`config.mk`:
```
export PLATFORM = sky130hd
export DESIGN_NAME = dec_2to4
export DESIGN_NICKNAME = d
export VERILOG_FILES = /design/src/rtl/dec_2to4.sv
export SDC_FILE = /design/constraint.sdc
export NUM_CORES = 1
export LEC_CHECK = 0
export ABC_AREA = 0
export ABC_CLOCK_PERIOD_IN_PS = 1100
export BUFFER_PORTS_ARGS = -buffer_cell sky130_fd_sc_hd__buf_2
export CORE_AREA = 2 2 39 41
export CTS_CLUSTER_DIAMETER = 120
export CTS_CLUSTER_SIZE = 14
export DETAILED_ROUTE_END_ITERATION = 6
export DIE_AREA = 0 0 41 43
export SKIP_CTS_REPAIR_TIMING = 1
export SLEW_MARGIN = 20
export SYNTH_ARGS = -nofsm -noshare
export SYNTH_HDL_FRONTEND = slang
export SYNTH_SLANG_ARGS = --single-unit
```
`constraint.sdc`:
```
create_clock -name clk -period 1.1 [get_ports clk]
set_clock_uncertainty 0.05 [all_clocks]
set_input_delay 0.11 -clock clk [delete_from_list [all_inputs] [get_ports clk]]
set_output_delay 0.11 -clock clk [all_outputs]
set_load 0.005 [all_outputs]
```
`src/rtl/dec_2to4.sv`:
```
// dec_2to4: 2-to-4 one-hot decoder with enable, plus a registered copy and valid flag
`timescale 1ns/1ps
module dec_2to4 (
    input  logic       clk,
    input  logic       rst,
    input  logic [1:0] S,
    input  logic       En,
    output logic [0:3] Y,
    output logic [0:3] Y_r,
    output logic       valid_r
);
    // Y[0] is the MSB, so shifting a single MSB one-hot right by S lands on Y[S]; En is tested first so an unknown S never reaches Y while disabled
    always_comb Y = En ? 4'b1000 >> S : 4'b0000;
    // Registered copy of the decode and enable, cleared at once by reset
    always_ff @(posedge clk or posedge rst)
        if (rst) begin
            Y_r     <= 4'b0000;
            valid_r <= 1'b0;
        end else begin
            Y_r     <= Y;
            valid_r <= En;
        end
endmodule

```
Word level (Yosys, flattened, before mapping)
Index checks and enable logic that the tools add are counted.
{"block": "classes", "shift": 1, "n_mux": 1}
{"op": "two-way mux 4 bit", "count": 1}
{"op": ">> shifter 4 x 2 -> 4 bit, first input constant", "count": 1}
{"block": "totals", "ff_bits": 5, "inputBits": 5, "output_inout_bits": 9, "elab_cells": 4}

Depth between registers and ports, before layout
Gate-level depths: netlist of run 1.
{"block": "depth", "depth_word": 2, "depth_mapped": 1, "ltp_nobuf": 1}

Least setup slack after synthesis of run 1
Ideal clock, no wire load.
{"block": "synth_timing", "path_kind": "register to output", "from": "register Y_r[0] in the netlist's numbering", "to": "output port Y_r[0] in the netlist's numbering", "arrival_time_ps": 349, "required_ps": 940, "setup_slack_ps": 591, "stages_incl_launch_ff": 1, "cell_sequence": "dfrtp_1"}
{"item": "start: declaration", "line": "9", "source": "output logic [0:3] Y_r,"}
{"item": "start signal: assignment", "line": "17", "source": "Y_r <= 4'b0000;"}
{"item": "start signal: assignment", "line": "20", "source": "Y_r <= Y;"}
No word-level cell between the ends.

Worst setup path in the final report of run 1
{"block": "layout_timing", "from": "register Y_r[0] in the netlist's numbering", "to": "output port Y_r[0] in the netlist's numbering"}
No word-level cell between the ends.

==> run_results.csv, run 1 <==
group,metric,value,unit
min_path,hold_path_end,"Y_r[0]",
timing,setup_violations,0,
synth,syn_inst,10,
power,power_frac_comb,9.6,%
synth,ys_warn_count,0,
timing,fin_crit,867.6,ps
synth,synth_nets,15,
layout,layout-drive-gt1-share,62.07,%
power,switching_share,20.35,%
clock_network,h-tree-depth,1,
synth,yosys.area.top_type,"dfrtp_1",
layout,n_antenna_cell,0,
synth,synth-simple-area-share,22.56,%
route,first_pass_iters,2,
status,status,"completed",
timing,drv_slew,0,
place,gp_congestion,0.5481,
setup_path,timing_worst_setup_path_type,"flop to output pin",
timing,fin_tns_setup,0,ps
grt,grt_pass1_vias,128,
route,wl_per_cell,8.178,um
min_path,min_from,"S[0]",
timing,slew_headroom,87.87,%
setup_path,required,940,ps
min_path,whs_path_depth,2,
grt,track_usage,5.550,%
grt,grtUsageMet1,7.516,%
synth,ys_top_cells_by_area,"dfrtp_1 (75%), and3b_1 (11%), nor3b_2 (7.5%)",
clock_network,cts_root_buf,"clkbuf_4",
power,power,0.4419,mW
route,wl,368,um
clock_network,cts_tree,"yes",
timing,fmax,1153,MHz
layout,nNetsFinal,35,
synth,ys_ff_latch,5,
synth,synth_most_common_cell,"dfrtp_1",
timing,tightest_slew,181.7,ps
setup_path,end_kind,"output pin",
synth,synth_top_family_by_area,"simple AND/OR/NAND/NOR gates",
place,numPortBuffers,13,
setup_path,cp.buffers_inverters,1,
grt,antenna_found_initial,0,
timing,fin_crit_sh,78.87,%
floorplanning,core-area,0.001384,mm2
power,clkPwrFrac,46.7,%
setup_path,path_cells,"buf_2",
timing,rsz0062_at_grt,"no",
clock_network,clk_pin_slew,40,ps
clock_network,clockBufferDepth,2,
route,antenna_left,0,
floorplanning,die_area,0.001763,mm2
power,p_switching,0.08995,mW
synth,async_flop_share,100.0,%
synth,yosysSeqAreaShare,75.19,%
synth,syn_area,166.4,um2
route,dr_total_vias,144,
power,power_frac_seq,43.8,%
power,ir_drop,0.0003877,V
job,max-cap-violations,0,
floorplanning,initial_core_util,12.03,%
grt,use_met3,4.712,%
clock_network,cts_buffers,3,
route,drtIter0Drc,2,
synth,synth_fa_ha_area_share,0,%
power,p_int,0.3520,mW
grt,grt_pass1_wl,531,um
synth,synth_xor_area_share,0,%
synth,synth_cell_type_count,5,
layout,multi_input_area,37.54,um2
setup_path,slowest_stage,"dfrtp_1",
synth,syn_area_per_cell,16.64,um2
setup_path,slowest_delay,350,ps
floorplanning,die_x,41,um
synth,yosys-top-cells-count,"dfrtp_1 (5), and3b_1 (2), and3_2 (1), inv_1 (1), nor3b_2 (1)",
setup_path,worstPathArrival,710,ps
timing,hold_violations,0,
synth,synthMuxAreaShare,0,%
timing,timing.hold.ws,20.45,ps
grt,busiest_layer,"met4",
layout,ff_latch_area,125.1,um2
grt,grt_max_degree,6,
power,p_leak,0.1777,nW
synth,synth_top_area_share,75.19,%
layout,area_growth,78.95,%
min_path,min_path_type,"input pin to flop",
floorplanning,die_h,43,um
setup_path,cp-start-kind,"flop",
floorplanning,placementRows,14,
place,hpwl,291.3,um
synth,synth-compound-area-share,0,%
setup_path,crit_family,"flip-flops",
grt,grt_util_met2,3.438,%
route,vias_per_cell,3.200,
setup_path,path_max_fanout,1,
clock_network,cts_num_sinks,5,
route,drc,0,
synth,synth_edf_count,0,
layout,fill_cells,153,
synth,synthFlopType,"dfrtp_1",
timing,setup_ws,232.4,ps
floorplanning,io_pins,14,
place,pre_cts_slack,351.4,ps
grt,grt_overflow_total,0,
power,powerDensity,1484,mW/mm2
-- per-layer routing --
layer / wire length, um / vias to the layer above
met1: 189 / 57
met3: 74 / 0
met5: 0 / -
met2: 104 / 14
met4: 0 / 0
li1: - / 73
-- through the flow --
| stage | cell area [um2] | utilization (%) | std cells |
|---|---|---|---|
| after CTS | 277.8 | 20.07 | 43 |
| after global placement | 251.5 | 18.17 | 39 |
| final | 297.8 | 21.52 | 45 |
| after global routing | 297.8 | 21.52 | 45 |
| after detailed placement | 251.5 | 18.17 | 39 |
| after floorplan | 166.4 | - | 10 |
-- power by group through the flow --
stage / sequential [mW] / combinational (mW) / clock [mW]
2_1_floorplan: 0.198 / 0.0110 / 0
3_3_place_gp: 0.196 / 0.0366 / 0
3_5_place_dp: 0.196 / 0.0376 / 0
4_1_cts: 0.193 / 0.0378 / 0.222
5_1_grt: 0.194 / 0.0473 / 0.242
6_report: 0.193 / 0.0423 / 0.206
-- cell type report --
| type | count | share of cell area (%) |
|---|---|---|
| tap | 16 | 6.723 |
| timing repair buffer | 15 | 28.57 |
| clock buffer | 4 | 8.824 |
| inverter | 1 | 1.261 |
| multi-input combinational | 4 | 12.61 |
| sequential | 5 | 42.02 |
-- cells by family (layout without fill, tap and decap cells) --
kind of cell / count (synthesis) / count (layout)
buf+inv: 1 / 20
simple gates: 4 / 4
flops: 5 / 5
-- cells in the final DEF, fill, tap and decap left out --
cell           Yosys  routed
and3b_1            2       2
dfrtp_1            5       5
and3_2             1       1
dlygate4sd3_1      0       2
clkbuf_1           0       1
inv_1              1       1
buf_2              0      13
clkbuf_4           0       3
nor3b_2            1       1
-- worst max-delay path by stage --
| stage | to | startpoint | depth (start not counted) | slack (ps) |
|---|---|---|---|---|
| 2_1_floorplan | Y_r[0] | Y_r[0] | 0 | 590 |
| 3_3_place_gp | Y[2] | S[0] | 3 | 360 |
| 3_5_place_dp | Y[1] | S[1] | 3 | 350 |
| 4_1_cts | Y_r[0] | Y_r[0] | 1 | 220 |
| 5_1_grt | Y_r[1] | Y_r[1] | 1 | 190 |
| 6_report | Y_r[0] | Y_r[0] | 1 | 230 |
-- flip-flops by register name, indices dropped and copies added, names as in the netlist --
register / flops
Y_r: 4
valid_r: 1
Note: power is estimated with default switching activity, not from simulation.
==> run 2, diff against run 1 <==
- ABC_CLOCK_PERIOD_IN_PS: 1100 -> 800
- clock period: 1.1 -> 0.8 ns (I/O delays scaled with it)
==> run 2 against run 1 <==
  * Clock power up 39%
  * Combinational power up 37%
  * Count of clock-buffer cells in the layout unchanged
  * Largest cell class unchanged
  * Critical path type unchanged
  * The run now ends with negative hold slack, negative setup slack left
  * Core utilization unchanged
  * Sequential share of layout area unchanged
  * Highest routed layer unchanged
  * Setup slack worse by 270 ps
  * Hold slack worse by 24 ps
==> run_results.csv, run 2 (same netlist as run 1, synthesis figures left out) <==
group,metric,value,unit
setup_path,slowest_stage,"dfrtp_1",
floorplanning,die_x,41,um
place,hpwl,314.7,um
power,power,0.6100,mW
clock_network,cts_root_buf,"clkbuf_4",
power,p_int,0.4841,mW
setup_path,cp-start-kind,"flop",
timing,fin_crit,842.5,ps
min_path,hold_path_end,"Y_r[0]",
layout,nNetsFinal,35,
floorplanning,die_h,43,um
timing,setup_ws,-42.52,ps
setup_path,end_kind,"output pin",
timing,tightest_slew,180.8,ps
power,p_switching,0.1259,mW
grt,grt_overflow_total,0,
status,status,"finished with violations",
route,first_pass_iters,2,
min_path,min_path_type,"input pin to flop",
power,power_frac_seq,43.6,%
route,drc,0,
power,ir_drop,0.0005374,V
power,switching_share,20.64,%
grt,use_met3,4.712,%
power,p_leak,0.1777,nW
min_path,min_from,"S[1]",
clock_network,h-tree-depth,1,
grt,antenna_found_initial,0,
setup_path,required,670,ps
route,drtIter0Drc,3,
layout,area_growth,78.95,%
timing,drv_slew,0,
route,vias_per_cell,3.333,
floorplanning,placementRows,14,
power,powerDensity,2048,mW/mm2
timing,fin_crit_sh,105.3,%
layout,final_cell_mix,"buf_2 (13), dfrtp_1 (5), clkbuf_4 (3), and3b_1 (2), dlygate4sd3_1 (2)",
clock_network,clk_pin_slew,40,ps
place,numPortBuffers,13,
power,power_frac_comb,9.5,%
grt,grt_pass1_vias,131,
power,clkPwrFrac,46.9,%
grt,track_usage,5.657,%
route,wl,386,um
status,violations,"negative hold slack, negative setup slack",
grt,grtUsageMet1,7.213,%
floorplanning,io_pins,14,
job,max-cap-violations,0,
layout,largest_register,"Y_r",
timing,slew_headroom,87.89,%
timing,setup_violations,5,
layout,largest_register_ffs,4,
floorplanning,initial_core_util,12.03,%
setup_path,path_max_fanout,1,
setup_path,path_cells,"buf_2",
layout,n_antenna_cell,0,
timing,timing.hold.ws,-3.098,ps
clock_network,cts_buffers,3,
route,wl_per_cell,8.578,um
place,gp_congestion,0.5919,
timing,rsz0062_at_grt,"yes",
clock_network,cts_tree,"yes",
grt,grt_util_met2,4.063,%
setup_path,cp.buffers_inverters,1,
timing,fmax,1187,MHz
setup_path,worstPathArrival,710,ps
layout,top_regs,"Y_r: 4 flops, valid_r: 1 flops",
min_path,whs_path_depth,2,
layout,final_common_cell,"buf_2",
clock_network,clockBufferDepth,2,
route,antenna_left,0,
setup_path,cp.depth,1,
layout,layout-drive-gt1-share,62.07,%
floorplanning,die_area,0.001763,mm2
clock_network,cts_num_sinks,5,
setup_path,timing_worst_setup_path_type,"flop to output pin",
place,place_area,251.5,um2
setup_path,crit_family,"flip-flops",
setup_path,slowest_delay,360,ps
timing,hold_violations,1,
route,dr_total_vias,150,
layout,fin_area,297.8,um2
grt,grt_max_degree,6,
grt,grt_pass1_wl,531,um
floorplanning,core-area,0.001384,mm2
grt,busiest_layer,"met4",
[run 2: cell counts in the layout (fill, tap and decap cells not counted)]
Identical to the previous run, type by type.
[run 2: area by class of cell]
class                   instances  area (um2)
repair buffers                 15       85.08
clock buffers                   4       26.28
fillers                       149        1086
flip-flops and latches          5       125.1
multi-input cells               4       37.54
well taps                      16       20.02
inverters                       1       3.754
[run 2: stage by stage]
| step | utilization, % | worst slack (ps) | TNS [ps] | std cells |
|---|---|---|---|---|
| after floorplan | - | 320.7 | 0 | 10 |
| after global placement | 18.17 | 121.4 | 0 | 39 |
| after detailed placement | 18.17 | 96.73 | 0 | 39 |
| after CTS | 20.07 | -56.95 | -245.9 | 43 |
| after global routing | 21.52 | -73.30 | -343.0 | 45 |
| final | 21.52 | -42.52 | -176.3 | 45 |
[run 2: power groups by stage]
stage	Sequential (mW)	Clock, mW	Combinational, mW
after CTS	0.266	0.303	0.0521
after detailed placement	0.270	0	0.0518
final	0.266	0.286	0.0580
after global routing	0.266	0.322	0.0654
after floorplan	0.272	0	0.0151
after global placement	0.270	0	0.0502
[run 2: routing by layer]
| metal | up-vias | share of wire, % |
|---|---|---|
| met4 | 0 | 0 |
| met2 | 14 | 34 |
| li1 | 71 | - |
| met3 | 0 | 19 |
| met5 | - | 0 |
| met1 | 65 | 46 |
[run 2: how the worst max path moves through the flow]
stage	start	end	slack, ps
finish	Y_r[1]	Y_r[1]	-40
global route	Y_r[2]	Y_r[2]	-70
CTS	Y_r[1]	Y_r[1]	-60
detailed placement	S[1]	Y[0]	100
global placement	S[0]	Y[2]	120
floorplan	Y_r[0]	Y_r[0]	320
==> run 3, diff against run 2 <==
- CELL_PAD_IN_SITES_DETAIL_PLACEMENT: unset -> 0
- CELL_PAD_IN_SITES_GLOBAL_PLACEMENT: unset -> 1
- PLACE_DENSITY_LB_ADDON: unset -> 0.1
==> run 3 against run 2 <==
  * The flow still finishes with violations (negative hold slack, negative setup slack)
  * Total power down 0.57%
  * Sequential cell count did not move
  * Setup slack improved by 7.4 ps
  * Hold slack hardly changed
  * Via count fell by 0.67%
  * Fmax grew 0.88%
  * Routed wire length down 3.4%
  * First-iteration DRC count fell by 67%
  * Non-clock buffer count did not move
  * Clock power barely moved
  * Critical path depth is the same
  * Critical endpoint is now Y_r[2]
  * Largest cell class unchanged
  * Highest routed layer is now met4
==> run_results.csv, run 3 (same netlist as run 1, synthesis figures left out) <==
group,metric,value,unit
grt,grt_util_met2,5.313,%
place,place_area,251.5,um2
route,dr_total_vias,149,
clock_network,cts_num_sinks,5,
power,p_leak,0.1777,nW
setup_path,timing_worst_setup_path_type,"flop to output pin",
floorplanning,initial_core_util,12.03,%
min_path,min_path_type,"input pin to flop",
layout,final_cell_mix,"buf_2 (13), dfrtp_1 (5), clkbuf_4 (3), and3b_1 (2), dlygate4sd3_1 (2)",
setup_path,slowest_stage,"dfrtp_1",
power,power,0.6065,mW
grt,track_usage,6.256,%
timing,fin_tns_setup,-156.6,ps
floorplanning,io_pins,14,
route,drc,0,
power,ir_drop,0.0003937,V
grt,busiest_layer,"met4",
clock_network,h-tree-depth,1,
layout,nNetsFinal,35,
route,antenna_left,0,
place,hpwl,296.9,um
place,gp_congestion,0.6009,
floorplanning,die_h,43,um
power,p_int,0.4840,mW
layout,fin_area,297.8,um2
clock_network,clockBufferDepth,2,
timing,fin_crit_sh,104.4,%
setup_path,slowest_delay,350,ps
power,power_frac_seq,43.8,%
status,status,"finished with violations",
setup_path,path_cells,"buf_2",
power,power_frac_comb,9.4,%
route,wl_per_cell,8.289,um
grt,grt_overflow_total,0,
floorplanning,die_area,0.001763,mm2
timing,setup_ws,-35.16,ps
power,powerDensity,2037,mW/mm2
place,pre_cts_slack,101.1,ps
grt,grt_pass1_wl,586,um
route,wl,373,um
timing,drv_slew,0,
grt,grt_max_degree,6,
setup_path,worstPathArrival,710,ps
layout,utilization,21.52,%
layout,largest_register,"Y_r",
place,numPortBuffers,13,
setup_path,path_max_fanout,1,
clock_network,cts_tree,"yes",
timing,fmax,1197,MHz
grt,antenna_found_initial,0,
clock_network,cts_root_buf,"clkbuf_4",
timing,rsz0062_at_grt,"yes",
grt,grtUsageMet1,6.209,%
floorplanning,die_x,41,um
setup_path,cp-start-kind,"flop",
layout,layout-drive-gt1-share,62.07,%
clock_network,clk_pin_slew,40,ps
floorplanning,placementRows,14,
layout,n_antenna_cell,0,
status,violations,"negative hold slack, negative setup slack",
timing,tightest_slew,192.1,ps
layout,fill_cells,163,
layout,area_growth,78.95,%
setup_path,required,670,ps
setup_path,crit_family,"flip-flops",
timing,hold_violations,1,
setup_path,cp.buffers_inverters,1,
timing,slew_headroom,87.14,%
job,max-cap-violations,0,
power,switching_share,20.20,%
grt,use_met3,4.188,%
layout,multi_input_area,37.54,um2
timing,setup_violations,5,
clock_network,cts_buffers,3,
route,first_pass_iters,2,
layout,final_common_cell,"buf_2",
power,p_switching,0.1225,mW
timing,timing.hold.ws,-3.384,ps
power,clkPwrFrac,46.7,%
route,vias_per_cell,3.311,
layout,top_regs,"Y_r: 4 flops, valid_r: 1 flops",
timing,fin_crit,835.2,ps
setup_path,end_kind,"output pin",
floorplanning,core-area,0.001384,mm2
route,drtIter0Drc,1,
grt,grt_pass1_vias,125,
layout,ff_latch_area,125.1,um2
layout,largest_register_ffs,4,
## run 3: cell counts in the layout (fill, tap and decap cells not counted)
Identical to the previous run, type by type.
## run 3: final cells by class
class,instances,share of cell area [%]
flip-flops and latches,5,42.02
well taps,16,6.723
inverters,1,1.261
repair buffers,15,28.57
multi-input cells,4,12.61
clock buffers,4,8.824
## run 3: layer usage
metal / share of wire (%) / up-vias
met5: 0 / -
met4: 5.1 / 0
met3: 18 / 2
met2: 38 / 13
met1: 38 / 63
li1: - / 71
## run 3: power by group through the flow
stage               clock network, mW  logic (mW)  registers, mW
global route                    0.338      0.0652          0.266
finish                          0.283      0.0572          0.266
CTS                             0.303      0.0519          0.266
detailed placement                  0      0.0518          0.270
global placement                    0      0.0519          0.269
floorplan                           0      0.0151          0.272
## run 3: path summary, 6_finish.rpt
check	from	to	slack, ps	cells after the start
hold / removal	S[1]	Y_r[0]	-3	2
min in group asynchronous	rst	Y_r[3]	230	3
setup / recovery	Y_r[2]	Y_r[2]	-40	1
max in group asynchronous	rst	Y_r[1]	310	3
## run 3: through the flow
step / hold slack [ps] / instances
CTS: -329.1 / 43
detailed placement: -70.00 / 39
global route: -12.57 / 45
finish: -3.384 / 45
floorplan: -191.5 / 10
global placement: -69.91 / 39
